<file path="src/rtl/vanilla_inst_encoder.sv">
// RV32IM instruction encoder: op descriptors in, 32-bit instruction words out.
// Define BSG_VANILLA_ENC_PSEUDO_EN to expand LI/CALL into one or two words.
module vanilla_inst_encoder (
   input  logic        clk_i,
   input  logic        reset_i,
   input  logic        v_i,
   output logic        ready_o,
   input  logic [3:0]  op_i,
   input  logic [4:0]  rd_i,
   input  logic [4:0]  rs1_i,
   input  logic [4:0]  rs2_i,
   input  logic [31:0] imm_i,
   output logic        v_o,
   output logic [31:0] instr_o,
   input  logic        ready_i,
   output logic        err_o
);

   localparam logic [3:0] OP_ADD   = 4'd0;
   localparam logic [3:0] OP_SUB   = 4'd1;
   localparam logic [3:0] OP_ADDI  = 4'd2;
   localparam logic [3:0] OP_LUI   = 4'd3;
   localparam logic [3:0] OP_AUIPC = 4'd4;
   localparam logic [3:0] OP_LW    = 4'd5;
   localparam logic [3:0] OP_SW    = 4'd6;
   localparam logic [3:0] OP_BEQ   = 4'd7;
   localparam logic [3:0] OP_BNE   = 4'd8;
   localparam logic [3:0] OP_JAL   = 4'd9;
   localparam logic [3:0] OP_JALR  = 4'd10;
   localparam logic [3:0] OP_MUL   = 4'd11;
   localparam logic [3:0] OP_FENCE = 4'd12;
`ifdef BSG_VANILLA_ENC_PSEUDO_EN
   localparam logic [3:0] OP_LI    = 4'd13;
   localparam logic [3:0] OP_CALL  = 4'd14;

   typedef enum logic [1:0] {S_IDLE, S_ONE, S_FIRST} state_t;
`else
   typedef enum logic [1:0] {S_IDLE, S_ONE} state_t;
`endif

   state_t      r_state;
   logic [31:0] r_instr;
   logic        r_err;

   logic [31:0] w_word0;
   logic        w_err;
   logic        w_acc;
   logic        w_s12;
   logic        w_br_ok;
   logic        w_jal_ok;
`ifdef BSG_VANILLA_ENC_PSEUDO_EN
   logic [31:0] r_second;
   logic [31:0] w_word1;
   logic        w_two;
   logic [19:0] w_hi;

   // Upper field compensates for the sign extension of the low 12 bits.
   assign w_hi = imm_i[31:12] + {19'd0, imm_i[11]};
`endif

   assign w_s12    = (imm_i[31:11] == '0) | (imm_i[31:11] == '1);
   assign w_br_ok  = ~imm_i[0] & ((imm_i[31:12] == '0) | (imm_i[31:12] == '1));
   assign w_jal_ok = ~imm_i[0] & ((imm_i[31:20] == '0) | (imm_i[31:20] == '1));

   assign ready_o = (r_state == S_IDLE) | ((r_state == S_ONE) & ready_i);
   assign w_acc   = v_i & ready_o;
   assign v_o     = (r_state != S_IDLE);
   assign instr_o = r_instr;
   assign err_o   = r_err;

   always_comb begin
      w_word0 = '0;
      w_err   = 1'b0;
`ifdef BSG_VANILLA_ENC_PSEUDO_EN
      w_word1 = '0;
      w_two   = 1'b0;
`endif
      case (op_i)
         OP_ADD:   w_word0 = {7'h00, rs2_i, rs1_i, 3'b000, rd_i, 7'h33};
         OP_SUB:   w_word0 = {7'h20, rs2_i, rs1_i, 3'b000, rd_i, 7'h33};
         OP_MUL:   w_word0 = {7'h01, rs2_i, rs1_i, 3'b000, rd_i, 7'h33};
         OP_ADDI: begin
            w_err   = ~w_s12;
            w_word0 = {imm_i[11:0], rs1_i, 3'b000, rd_i, 7'h13};
         end
         OP_LUI:   w_word0 = {imm_i[19:0], rd_i, 7'h37};
         OP_AUIPC: w_word0 = {imm_i[19:0], rd_i, 7'h17};
         OP_LW: begin
            w_err   = ~w_s12;
            w_word0 = {imm_i[11:0], rs1_i, 3'b010, rd_i, 7'h03};
         end
         OP_SW: begin
            w_err   = ~w_s12;
            w_word0 = {imm_i[11:5], rs2_i, rs1_i, 3'b010, imm_i[4:0], 7'h23};
         end
         OP_BEQ, OP_BNE: begin
            w_err   = ~w_br_ok;
            w_word0 = {imm_i[12], imm_i[10:5], rs2_i, rs1_i, 2'b00, (op_i == OP_BNE),
                       imm_i[4:1], imm_i[11], 7'h63};
         end
         OP_JAL: begin
            w_err   = ~w_jal_ok;
            w_word0 = {imm_i[20], imm_i[10:1], imm_i[11], imm_i[19:12], rd_i, 7'h6F};
         end
         OP_JALR: begin
            w_err   = ~w_s12;
            w_word0 = {imm_i[11:0], rs1_i, 3'b000, rd_i, 7'h67};
         end
         OP_FENCE: w_word0 = 32'h0FF0000F;
`ifdef BSG_VANILLA_ENC_PSEUDO_EN
         OP_LI: begin
            if (w_s12) begin
               w_word0 = {imm_i[11:0], 5'd0, 3'b000, rd_i, 7'h13};
            end else if (imm_i[11:0] == 12'd0) begin
               w_word0 = {imm_i[31:12], rd_i, 7'h37};
            end else begin
               w_word0 = {w_hi, rd_i, 7'h37};
               w_word1 = {imm_i[11:0], rd_i, 3'b000, rd_i, 7'h13};
               w_two   = 1'b1;
            end
         end
         OP_CALL: begin
            w_err   = imm_i[0];
            w_word0 = {w_hi, rd_i, 7'h17};
            w_word1 = {imm_i[11:0], rd_i, 3'b000, rd_i, 7'h67};
            w_two   = 1'b1;
         end
`endif
         default:  w_err = 1'b1;
      endcase
   end

   always_ff @(posedge clk_i) begin
      if (reset_i) begin
         r_state  <= S_IDLE;
         r_instr  <= '0;
         r_err    <= 1'b0;
`ifdef BSG_VANILLA_ENC_PSEUDO_EN
         r_second <= '0;
`endif
      end else begin
         r_err <= w_acc & w_err;
         case (r_state)
            S_IDLE, S_ONE: begin
               if (w_acc) begin
                  // A rejected descriptor leaves nothing pending.
                  if (w_err) begin
                     r_state <= S_IDLE;
                  end else begin
                     r_instr <= w_word0;
`ifdef BSG_VANILLA_ENC_PSEUDO_EN
                     r_second <= w_word1;
                     r_state  <= w_two ? S_FIRST : S_ONE;
`else
                     r_state  <= S_ONE;
`endif
                  end
               end else if ((r_state == S_ONE) && ready_i) begin
                  r_state <= S_IDLE;
               end
            end
`ifdef BSG_VANILLA_ENC_PSEUDO_EN
            S_FIRST: begin
               if (ready_i) begin
                  r_instr <= r_second;
                  r_state <= S_ONE;
               end
            end
`endif
            default: r_state <= S_IDLE;
         endcase
      end
   end

endmodule

</file>
<file path="config.mk">
export PLATFORM = sky130hd
export DESIGN_NAME = vanilla_inst_encoder
export DESIGN_NICKNAME = d
export VERILOG_FILES = /design/src/rtl/vanilla_inst_encoder.sv
export SDC_FILE = /design/constraint.sdc
export NUM_CORES = 1
export LEC_CHECK = 0
export CAP_MARGIN = 20
export CORE_ASPECT_RATIO = 1.25
export CORE_MARGIN = 2
export CORE_UTILIZATION = 36
export DETAILED_ROUTE_END_ITERATION = 10
export PLACE_DENSITY = 0.63
export SLEW_MARGIN = 15
export SYNTH_ARGS = -nofsm -noshare
export SYNTH_HDL_FRONTEND = slang
export SYNTH_SLANG_ARGS = --single-unit
</file>
<file path="constraint.sdc">
create_clock -name clk_i -period 3.8 [get_ports clk_i]
set_input_delay 0.57 -clock clk_i [delete_from_list [all_inputs] [get_ports clk_i]]
set_output_delay 0.57 -clock clk_i [all_outputs]
set_load 0.1 [all_outputs]
</file>
### Yosys cells after proc, flatten, opt, wreduce, memory -nomap -nowiden

Index checks and enable logic that the tools add are counted.

| word-level totals | value |
|---|---|
| register bits | 35 |
| output and inout port bits | 35 |
| logic and storage cells | 53 |

| operators by class | value |
|---|---|
| equality and inequality tests | 16 |
| muxes and demuxes | 5 |
| bitwise operators | 15 |
| reduce and logical (&&, ||, !) cells | 14 |

Operators with widths:

| cell | number |
|---|---|
| one-hot mux 32 bit (12 select lines) | 1 |
| == test 21 bit (second input constant) | 1 |
| zero test 21 bit | 1 |
| == test 20 bit (second input constant) | 1 |
| == test 4 bit (second input constant) | 5 |
| zero test 20 bit | 1 |
| == test 4 x 3 -> 1 bit (second input constant) | 4 |
| == test 12 bit (second input constant) | 1 |
| zero test 12 bit | 1 |
| == test 4 x 2 -> 1 bit (second input constant) | 2 |
| inverter 1 bit | 6 |
| OR reduction 2 bit | 3 |
| OR reduction 6 bit | 1 |
| bitwise AND 1 bit | 5 |
| == test 4 x 1 -> 1 bit (second input constant) | 1 |
| zero test 4 bit | 1 |
| two-way mux 2 bit | 2 |
| OR 1 bit | 4 |
| one-hot mux 1 bit (4 select lines) | 1 |
| nonzero test 2 bit | 2 |
| OR reduction 4 bit | 1 |
| AND reduction 3 bit | 1 |
| == test 2 x 1 -> 1 bit (second input constant) | 1 |
| zero test 2 bit | 1 |
| other kinds (2) | 2 |

### Depth between registers and ports, before layout

| depth | value |
|---|---|
| depth in word-level cells | 7 |
| gate-level depth with buffers | 8 |
| gate-level depth less buffers | 6 |

### Worst setup path before layout

Ideal clock, no wire load.

| timing path | value |
|---|---|
| path type | register to register |
| from | reg r_state[0] |
| to | reg r_instr[18] (netlist: instr_o[18]) |
| setup time | 0.141 ns |
| data arrival time | 2.798 ns |
| data required time | 3.659 ns |
| slack | 0.862 ns |
| cell stages (with the launch flop) | 8 |
| path buffers | 1 |
| cells stage by stage | dfxtp_1 -> nand2b_1 -> nand2_1 -> and2b_1 -> o21a_4 -> buf_8 -> a21oi_1 -> nor3_2 |

| between the ends | value |
|---|---|
| word-level cells in the longest chain between the ends | 5 |
| elaborated cells between the ends (all ways) | 7 |
| classes of those cells | eq/ne: 1; bitwise: 3; reduce/logical: 3 |

Ends and longest elaborated chain:

| element | line | source |
|---|---|---|
| from (decl) | 41 | `state_t r_state;` |
| from (signal assigned) | 135 | `r_state <= S_IDLE;` |
| from (signal assigned) | 148 | `r_state <= S_IDLE;` |
| from (signal assigned) | 155 | `r_state <= S_ONE;` |
| == test 2 x 1 -> 1 bit | 65 | `assign ready_o = (r_state == S_IDLE) \| ((r_state == S_ONE) & ready_i);` |
| bitwise AND 1 bit | 65 |  |
| OR 1 bit * | 65 |  |
| via ready_o | 7 | `output logic ready_o,` |
| bitwise AND 1 bit * | 66 | `assign w_acc = v_i & ready_o;` |
| AND reduction 3 bit (no line) * | n/a |  |
| to (signal assigned) | 150 | `r_instr <= w_word0;` |
| to (decl) | 42 | `logic [31:0] r_instr;` |

Mark *: on every way through the listed nets, which the timed path passes. The rest lies on a longest branch.
A chain may end at the register's enable or synchronous reset.

### Worst setup path after layout

| timing path | value |
|---|---|
| from | in op_i[0] |
| to | reg r_instr[21] (netlist: instr_o[21]) |

| between the ends | value |
|---|---|
| word-level cells in the longest chain between the ends | 5 |
| elaborated cells between the ends (all ways) | 20 |
| classes of those cells | eq/ne: 12; mux: 2; bitwise: 1; reduce/logical: 5 |

Ends and longest elaborated chain:

| element | line | source |
|---|---|---|
| from (decl) | 8 | `input logic [3:0] op_i,` |
| == test 4 bit (tied with other cells) | 78 | `case (op_i)` |
| OR reduction 6 bit (no line) (tied with other cells) | n/a |  |
| one-hot mux 1 bit (4 select lines) | 78 |  |
| inverter 1 bit (no line) | n/a |  |
| AND reduction 3 bit (no line) | n/a |  |

Several ways; a longest one is shown, not always the timed one.

==> impl_results.md <==
* # IOs at 90
* Hold WS at 0.4881 ns
* Initial Util at 37.37%
* Share of the core filled with cells at 47.88%
* Seq/Total Area, Yosys at 21.33%
* Yosys reg bits at 33
* Status: completed
* Crit-path max FO at 25
* Hpwl dp at 7259 microns
* Ys Warns at 0
* Die Wd at 86.96 microns
* Top-count cell post-synth: a21oi_1
* Die H at 107.7 microns
* Slowest stage delay, CP at 0.64 ns
* Setup crit end kind: flop
* Final count of hold timing violations at 0
* Largest net degree at the start of global routing at 44
* Crit path DAT at 3.26 ns
* DP Area at 3851 sq um
* Min-Delay Path Class: reg2reg
* Clock skew at 0.001330 ns
* Reg clk slew, reported paths at 0.07 ns
* Iter 0 DRT Violations at 281
* Hold-fix buffer count after cts at 0
* Later-pin clock latency in the skew report at 0.28 ns
* Net count, final at 480
* Max cap viols at 0
* Post-Layout Cell Count at 523
* Drt wl/cell at 18.96 microns
* Final instance area at 3968 sq um
* Cells after DPL at 515
* Post-synth top area share at 21.33%
* Final min period at 3.048 ns
* Synth Area per Inst at 8.578 sq um
* Postcts setup bufs at 0
* TritonRoute pass-1 iters at 5
* Number of remaining DRC errors at 0
* Dominant cells by area after synthesis: dfxtp_1 (21%), a211oi_2 (6.9%), nor3_2 (5.8%), a21oi_1 (5.5%), a21oi_2 (4.8%)
* Overall routing resource usage at 21.01%
* Slew @ Worst Pin at 1.106 ns
* Area Growth Syn to Fin at 28.12%
* Global-route wire length before repair at 15,590 microns
* IO Port Bufs at 89
* Die area at 9365 sq um
* Syn Nets at 416
* Gpl congestion at 0.9004
* Commonest cells post-synth: a21oi_1 (34), dfxtp_1 (33), nand2_1 (21)
* Post-CTS sizing at 0
* Crit path max-delay cell type: clkdlybuf4s50_1
* Pins Over Slew Limit at 0
* Critical path type: in2reg
* Num Clock Sinks at 33
* CTS Buf Count at 5
* Total grt overflow at 0
* Cells after Synth at 361
* Final wirelength at 9918 microns
* RSZ-0062 raised after global routing: no
* Max VDD drop at 0.2604 mV
* Top_reg_cell synth: dfxtp_1
* CP required at 4.01 ns
* Antenna Nets Post-Route at 0
* H-tree Lvls at 2
* Async set-reset flop share out of synthesis at 0%
* Final period util at 80.20%
* F_max at 0.3281 GHz
* Inserted Diodes at 0
* Share of layout cells above drive strength 1 at 20.42%
* Vias in the first global route at 3,005
* Rows at 37
* Yosys top cell by area: dfxtp_1
* Cell Area, Synth at 3097 sq um
* Initial antenna violation count at 0
* Root buf cell: clkbuf_8
* Cells along the critical path: clkdlybuf4s50_1 -> buf_4 -> nor2b_1 -> a21oi_1 -> o21ai_0 -> a221oi_1 -> a211oi_2
* CTS tree: built
* Setup tns final at 0 ns
* Worst slew margin at 26.25%
* # setup viols final at 0
* Drt via density at 6.228
* EDFF count, synth at 0
* Core Area at 8287 sq um
* Count of different cell masters after synthesis at 66
* Power Density at 354.1 nW/um^2
* Via count at 3,257
* Leak pwr at 1.287 nW
* Startpoint types: input port
* Max Buffers Root-to-Sink at 2
final timing paths:
path | slack, ns | endpoint | cells after the start | from
setup / recovery | 0.75 | instr_o[21] | 7 | op_i[0]
hold / removal | 0.49 | instr_o[25] | 2 | instr_o[25]
setup reg to reg | 2.11 | instr_o[3] | 6 | r_state[0]
hold reg to reg | 0.49 | instr_o[25] | 2 | instr_o[25]
logic make-up after synthesis:
family / after synthesis / share of synthesized area [%]
compound gates: 169 / 44.24
xor+xnor: 1 / 0.2829
buf+inv: 45 / 10.75
flops: 33 / 21.33
mux: 3 / 0.9697
simple gates: 110 / 22.42
layout make-up:
| class | count | area, sq um |
|---|---|---|
| fillers | 783 | 4319 |
| multi-input cells | 283 | 2103 |
| repair buffers | 98 | 950.9 |
| flip-flops and latches | 33 | 660.6 |
| well taps | 97 | 121.4 |
| clock buffers | 7 | 86.33 |
| clock inverters | 1 | 30.03 |
| inverters | 4 | 15.01 |
power by group:
| group | total (mW) | internal, mW | switching [mW] |
|---|---|---|---|
| logic | 0.662 | 0.213 | 0.449 |
| registers | 0.395 | 0.376 | 0.0192 |
| clock network | 0.347 | 0.214 | 0.133 |
| total | 1.40 | 0.803 | 0.601 |
routing by layer:
layer  global-route usage [%]  share of wire (%)
met5                        0                  0
met4                    8.036                2.3
met3                    3.221                6.2
met2                    33.04                 48
met1                    28.55                 44
worst max-delay path: cells and delay by family:
| family | cells | cell delay [ns] |
|---|---|---|
| AO/OA/AOI/OAI | 4 | 1.17 |
| buffers and inverters | 2 | 0.99 |
| AND/OR/NAND/NOR | 1 | 0.51 |
cell usage in the layout (no fill, tap or decap), types with 4 or more instances in the layout:
master,Yosys,final
a211oi_1,5,5
a211oi_2,17,17
a21oi_1,34,34
a21oi_2,17,17
a221oi_1,9,9
a22o_1,17,17
a22oi_1,11,11
a2bb2oi_1,4,4
a32oi_1,10,10
buf_4,3,10
clkbuf_8,3,6
clkdlybuf4s50_1,0,87
dfxtp_1,33,33
inv_1,4,4
nand2_1,21,21
nand2b_1,4,4
nand4_1,6,6
nor2_1,18,18
nor2b_1,13,13
nor3_1,8,8
nor3_2,18,18
o21ai_0,11,11
o221ai_1,7,7
o22ai_1,5,5
sequential cells by signal, summed over array words and instances, names as in the netlist:
signal   flops
r_state      1
instr_o     31
err_o        1
per-stage QoR:
stage                     power (mW)  setup slack, ns
final                          1.405           0.7524
after global routing           1.466           0.5492
after CTS                      1.410           0.7124
after detailed placement       1.063           0.4220
after global placement         1.059           0.4414
after floorplan               0.8974           0.8615
No activity file was read; power rests on OpenSTA's default activity.
